$ cat config.mk
export PLATFORM = sky130hd
export DESIGN_NAME = param_shift_counter
export DESIGN_NICKNAME = d
export VERILOG_FILES = /design/src/rtl/param_shift_counter.sv
export SDC_FILE = /design/constraint.sdc
export NUM_CORES = 1
export LEC_CHECK = 0
export CORE_AREA = 2 2 39 41
export DETAILED_ROUTE_END_ITERATION = 10
export DIE_AREA = 0 0 41 43
export PLACE_DENSITY = 0.7
export SYNTH_ARGS = -nofsm -noshare
export SYNTH_HDL_FRONTEND = slang
export SYNTH_SLANG_ARGS = --single-unit
$ cat constraint.sdc
create_clock -name clk -period 1.3 [get_ports clk]
set_input_delay 0.26 -clock clk [delete_from_list [all_inputs] [get_ports clk]]
set_output_delay 0.26 -clock clk [all_outputs]
set_load 0.005 [all_outputs]
$ cat src/rtl/param_shift_counter.sv
// -----------------------------------------------------------------------------
// param_shift_counter
//
// Purpose:
//   Generic WIDTH-bit shift-register sequence generator. It runs as a ring
//   counter (one-hot style, period WIDTH) or as a Johnson counter (twisted
//   ring, period 2*WIDTH). The mode is captured at load time. Each enabled
//   edge shifts one step toward the MSB or the LSB, chosen per edge by dir.
//   A step index and a one-cycle wrap pulse let downstream logic find the
//   slot boundaries without decoding q.
//
// Optional build feature:
//   PARAM_SHIFT_COUNTER_SELF_CORRECT_EN
//     When defined, every enabled edge first checks that q is a legal state
//     for the current mode. An illegal state is replaced by RESET_VAL, idx
//     is cleared and err pulses for one cycle. No shift happens on that edge.
//     When undefined, no checking is done and err is always 0.
//
// Parameters:
//   WIDTH      counter width in bits, 2..32
//   RESET_VAL  pattern on q after reset and after self-correction
//
// Ports:
//   clk       in   rising-edge clock
//   rst       in   asynchronous, active-high reset
//   en        in   shift enable, one step per enabled edge
//   load      in   synchronous load of load_val and mode (wins over en)
//   load_val  in   [WIDTH]  pattern loaded into q
//   mode      in   0 = ring, 1 = Johnson; sampled only while load=1
//   dir       in   0 = shift toward MSB, 1 = shift toward LSB
//   q         out  [WIDTH]  counter state
//   idx       out  [$clog2(2*WIDTH)]  steps since last load/reset, mod period
//   wrap      out  one-cycle pulse on the edge that completes a period
//   err       out  one-cycle pulse on self-correction
// -----------------------------------------------------------------------------
module param_shift_counter #(
    parameter int unsigned      WIDTH     = 4,
    parameter logic [WIDTH-1:0] RESET_VAL = WIDTH'(1)
) (
    input  logic                          clk,
    input  logic                          rst,
    input  logic                          en,
    input  logic                          load,
    input  logic [WIDTH-1:0]              load_val,
    input  logic                          mode,
    input  logic                          dir,
    output logic [WIDTH-1:0]              q,
    output logic [$clog2(2*WIDTH)-1:0]    idx,
    output logic                          wrap,
    output logic                          err
);

    localparam int unsigned IDX_W = $clog2(2 * WIDTH);

    // Last index of each period. The Johnson period 2*WIDTH may equal
    // 2**IDX_W, so only P-1 is stored. It always fits in IDX_W bits.
    localparam logic [IDX_W-1:0] LAST_RING    = IDX_W'(WIDTH - 1);
    localparam logic [IDX_W-1:0] LAST_JOHNSON = IDX_W'(2 * WIDTH - 1);

    // -------------------------------------------------------------------------
    // State
    // -------------------------------------------------------------------------
    logic [WIDTH-1:0] q_q,    q_d;
    logic [IDX_W-1:0] idx_q,  idx_d;
    logic             mode_q, mode_d;
    logic             wrap_q, wrap_d;
    logic             err_q,  err_d;

    logic [IDX_W-1:0] last_idx;
    logic             illegal;

    // -------------------------------------------------------------------------
    // One shift step.
    // The bit that enters at the far end is the bit that leaves, or its
    // inverse in Johnson mode. That inversion is the only difference between
    // the two modes, and it doubles the period.
    // -------------------------------------------------------------------------
    function automatic logic [WIDTH-1:0] shift_step(
        input logic [WIDTH-1:0] v,
        input logic             johnson,
        input logic             toward_lsb
    );
        logic fb;
        if (!toward_lsb) begin
            fb         = johnson ? ~v[WIDTH-1] : v[WIDTH-1];
            shift_step = {v[WIDTH-2:0], fb};
        end else begin
            fb         = johnson ? ~v[0] : v[0];
            shift_step = {fb, v[WIDTH-1:1]};
        end
    endfunction

`ifdef PARAM_SHIFT_COUNTER_SELF_CORRECT_EN
    // A legal ring state has exactly one bit set.
    function automatic logic ring_legal(input logic [WIDTH-1:0] v);
        int unsigned ones;
        ones = 0;
        for (int i = 0; i < int'(WIDTH); i++) begin
            ones += int'(v[i]);
        end
        ring_legal = (ones == 1);
    endfunction

    // A legal Johnson state is a run of ones against a run of zeros. Inside
    // the linear bit chain there is at most one boundary between the runs.
    // The wrap-around pair is not counted, because the Johnson feedback
    // inverts that bit.
    function automatic logic johnson_legal(input logic [WIDTH-1:0] v);
        int unsigned edges;
        edges = 0;
        for (int i = 0; i < int'(WIDTH) - 1; i++) begin
            edges += int'(v[i] ^ v[i+1]);
        end
        johnson_legal = (edges <= 1);
    endfunction

    assign illegal = mode_q ? !johnson_legal(q_q) : !ring_legal(q_q);
`else
    assign illegal = 1'b0;
`endif

    assign last_idx = mode_q ? LAST_JOHNSON : LAST_RING;

    // -------------------------------------------------------------------------
    // Next-state logic. Priority: load, then en, then hold.
    // Reset is applied in the register process.
    // -------------------------------------------------------------------------
    always_comb begin
        q_d    = q_q;
        idx_d  = idx_q;
        mode_d = mode_q;
        wrap_d = 1'b0;
        err_d  = 1'b0;

        if (load) begin
            // The loaded pattern is not checked here. Any check happens on
            // the next enabled edge.
            q_d    = load_val;
            mode_d = mode;
            idx_d  = '0;
        end else if (en) begin
            if (illegal) begin
                q_d   = RESET_VAL;
                idx_d = '0;
                err_d = 1'b1;
            end else begin
                q_d = shift_step(q_q, mode_q, dir);
                // idx counts steps in either direction. It measures progress
                // through the period, not position in the pattern.
                if (idx_q == last_idx) begin
                    idx_d  = '0;
                    wrap_d = 1'b1;
                end else begin
                    idx_d = idx_q + IDX_W'(1);
                end
            end
        end
    end

    // -------------------------------------------------------------------------
    // State register
    // -------------------------------------------------------------------------
    always_ff @(posedge clk or posedge rst) begin
        if (rst) begin
            q_q    <= RESET_VAL;
            idx_q  <= '0;
            mode_q <= 1'b0;
            wrap_q <= 1'b0;
            err_q  <= 1'b0;
        end else begin
            q_q    <= q_d;
            idx_q  <= idx_d;
            mode_q <= mode_d;
            wrap_q <= wrap_d;
            err_q  <= err_d;
        end
    end

    // -------------------------------------------------------------------------
    // Outputs
    // -------------------------------------------------------------------------
    assign q    = q_q;
    assign idx  = idx_q;
    assign wrap = wrap_q;
    assign err  = err_q;

endmodule

==> impl_metrics.tcl, run 1 <==
set metrics [dict create \
    status "finished, final reports clean" \
    worstSetupPathType "reg2out" \
    end_kind "primary output" \
    grt_pass1_vias 412 \
    fin_crit_ps 1250 \
    setup_tns_ps 0 \
    maxCapViolCount 0 \
    p_sw_mw 0.201 \
    cts_buffer_depth 2 \
    reg2reg_to "q[3]" \
    drt_iter0_markers 10 \
    instances_no_fill 95 \
    cp_cell_sequence "clkdlybuf4s15_1" \
    clkPwrFrac_pct 30.9 \
    n_antenna_cell 0 \
    multi_input_area_sq_um 239 \
    avgSynthCellArea_sq_um 10.0 \
    regArea_sq_um 226 \
    fin_util_pct 55.7 \
    antenna_found_initial 0 \
    num_vias 469 \
    gr-total-overflow 0 \
    drt_wl_total_microns 1130 \
    dpl.hpwl_microns 753 \
    synth_cell_types 26 \
    finalPower_mw 0.738 \
    start_util_pct 36.2 \
    synth_edf_count 0 \
    holdCritPathClass "in2async" \
    portBuffers 17 \
    yosysSeqAreaShare_pct 45.2 \
    die_y_microns 43 \
    timing.rr.start "q[0]" \
    grt_pass1_wl_microns 1780 \
    place_congestion 0.703 \
    nets 91 \
    skew_ps 0.657 \
    p_leak_nw 0.381 \
    viasPerCell 4.94 \
    cts_made_buffers 3 \
    worst-path-buf-inv 1 \
    sw_frac_of_total_pct 27.2 \
    grt_usage_pct 15.4 \
    die-area_sq_um 1760 \
    ff2ff_path_depth 4 \
    power_density_nw_per_um2 957 \
    cp.depth 1 \
    yosysWarnings 0 \
    cts.sinks 9 \
    reg2reg_slack_ps 120 \
    coreArea_sq_um 1380 \
    synth_top_area_share_pct 40.0 \
    cp_max_fo 2 \
    syn_nets 61 \
    report.final.hold_viol_count 0 \
    syn_area_sq_um 500 \
    ys_seq_elements 9 \
    drc 0 \
    final-setup-viol-count 0 \
    vdd_drop_max_mv 0.470 \
    cts_tree "done" \
    syn_to_final_growth_pct 54.0 \
    cp-endpoint "q[0]" \
    final_antenna_net_count 0 \
    firstDrtPassIters 7 \
    cts_root_buf "clkbuf_4" \
    n_fill_cell 140 \
    pwr-share-seq_pct 43.2 \
    h-tree-depth 1 \
    combPwrFrac_pct 25.9 \
    path_clk_slew_ps 70 \
    synthFlopType "dfrtp_1" \
    place_inst 85 \
    die-width_microns 41 \
    synthArstFlopShare_pct 100 \
    arrival_ps 990 \
    startpoint_type "flop" \
    max_stage_delay_ps 530 \
    rows 14 \
    clock_latency_ps 260 \
    synth_area_leaders "dfrtp_1 40%, mux2i_1 6.0%, dfstp_2 5.3%" \
    period_share_pct 96.3 \
    num_io_pins 19 \
    internal_power_mw 0.537 \
    cp_data_required_time_ps 1040 \
    finalMaxSlewViolations 0 \
    synth_cells 50 \
    grt_max_degree 11 \
    rsz0062_at_grt "false" \
    layout-drive-gt1-share_pct 24.1 \
    wl_per_cell_microns 11.9 \
    critPathSlowestCell "dfstp_2" \
    crit_family "flip-flops" \
    yosys.area.top_type "dfrtp_1" \
    fmax_mhz 799 \
    critPathLaunch "q[0]" \
]
==> metrics by stage <==
| step | hold slack (ps) | cell area, sq um | setup slack [ps] |
|---|---|---|---|
| 2_1_floorplan | 87.2 | 500 | 246 |
| 3_3_place_gp | 536 | 708 | -96.9 |
| 6_report | 272 | 771 | 48.5 |
| 5_1_grt | 304 | 771 | 7.03 |
| 4_1_cts | 275 | 769 | 12.8 |
| 3_5_place_dp | 548 | 708 | -104 |
==> layout make-up <==
type                    instances  area share [%]
clock buffers                   4            3.41
inverters                       2           0.974
multi-input cells              35            31.0
flip-flops and latches          9            29.4
well taps                      16            2.60
repair buffers                 29            32.6
==> state kept, by name (all words and copies together) (netlist names) <==
signal,cells
idx,3
mode_q,1
q,4
wrap,1
==> Yosys cell counts, drive strengths merged (2+ instances only) <==
cell type	number
nor2	5
buf	4
dfrtp	8
mux2i	3
a21o	2
inv	2
a211oi	2
nand2	3
xor2	2
o21ai	2
a21oi	3
==> timing repair <==
action / in CTS / in global routing
buffers inserted: 6 / 0
endpoints found under the setup margin: 8 / 1
resized for setup: 8 / 1
hold buffers: 0 / 0
==> layout by cell type (no fill, tap or decap), types with 3 or more instances in the layout <==
cell	n
dfrtp_1	8
nand2_1	3
buf_4	12
a21oi_1	3
mux2i_1	3
dlygate4sd2_1	7
clkbuf_4	3
nor2_1	5
clkdlybuf4s50_1	9
==> routing by layer <==
metal,global-route usage [%],share of wire [%],up-vias
li1,-,-,227
met1,21.4,45,224
met2,20.6,48,14
met3,3.14,4.7,4
met4,10.0,2.5,0
met5,0,0,-
==> power by group through the flow <==
| stage | Clock, mW | Combinational, mW | Sequential, mW |
|---|---|---|---|
| 3_5_place_dp | 0 | 0.173 | 0.333 |
| 4_1_cts | 0.229 | 0.191 | 0.319 |
| 6_report | 0.228 | 0.191 | 0.319 |
| 3_3_place_gp | 0 | 0.171 | 0.332 |
| 5_1_grt | 0.252 | 0.212 | 0.322 |
| 2_1_floorplan | 0 | 0.0821 | 0.332 |
==> cell families after synthesis <==
family	synth area share, %
AND/OR/NAND/NOR	14.3
AO/OA/AOI/OAI	16.7
flip-flops	45.3
buffers and inverters	7.00
multiplexers	8.25
XOR/XNOR	5.25
adder cells (fa/ha/maj)	2.50
other	0.749
==> how the worst min path moves through the flow <==
| stage | start | end | cells past startpoint |
|---|---|---|---|
| after floorplan | rst | idx[0] | 1 |
| after global routing | rst | mode_q | 2 |
| after global placement | idx[1] | idx[1] | 2 |
| after CTS | rst | mode_q | 2 |
| after detailed placement | idx[1] | idx[1] | 2 |
| final | rst | mode_q | 2 |
Power figures use the tool's default switching activity.
==> run 2, diff against run 1 <==
--- a/config.mk
+++ b/config.mk
@@ -6,6 +6,7 @@
 export NUM_CORES = 1
 export LEC_CHECK = 0
 export CORE_AREA = 2 2 39 41
+export CTS_CLUSTER_DIAMETER = 50
 export DETAILED_ROUTE_END_ITERATION = 10
 export DIE_AREA = 0 0 41 43
 export PLACE_DENSITY = 0.7
==> results of run 2 <==
Same layout as run 1: the final DEF is identical, and so are final timing and power.
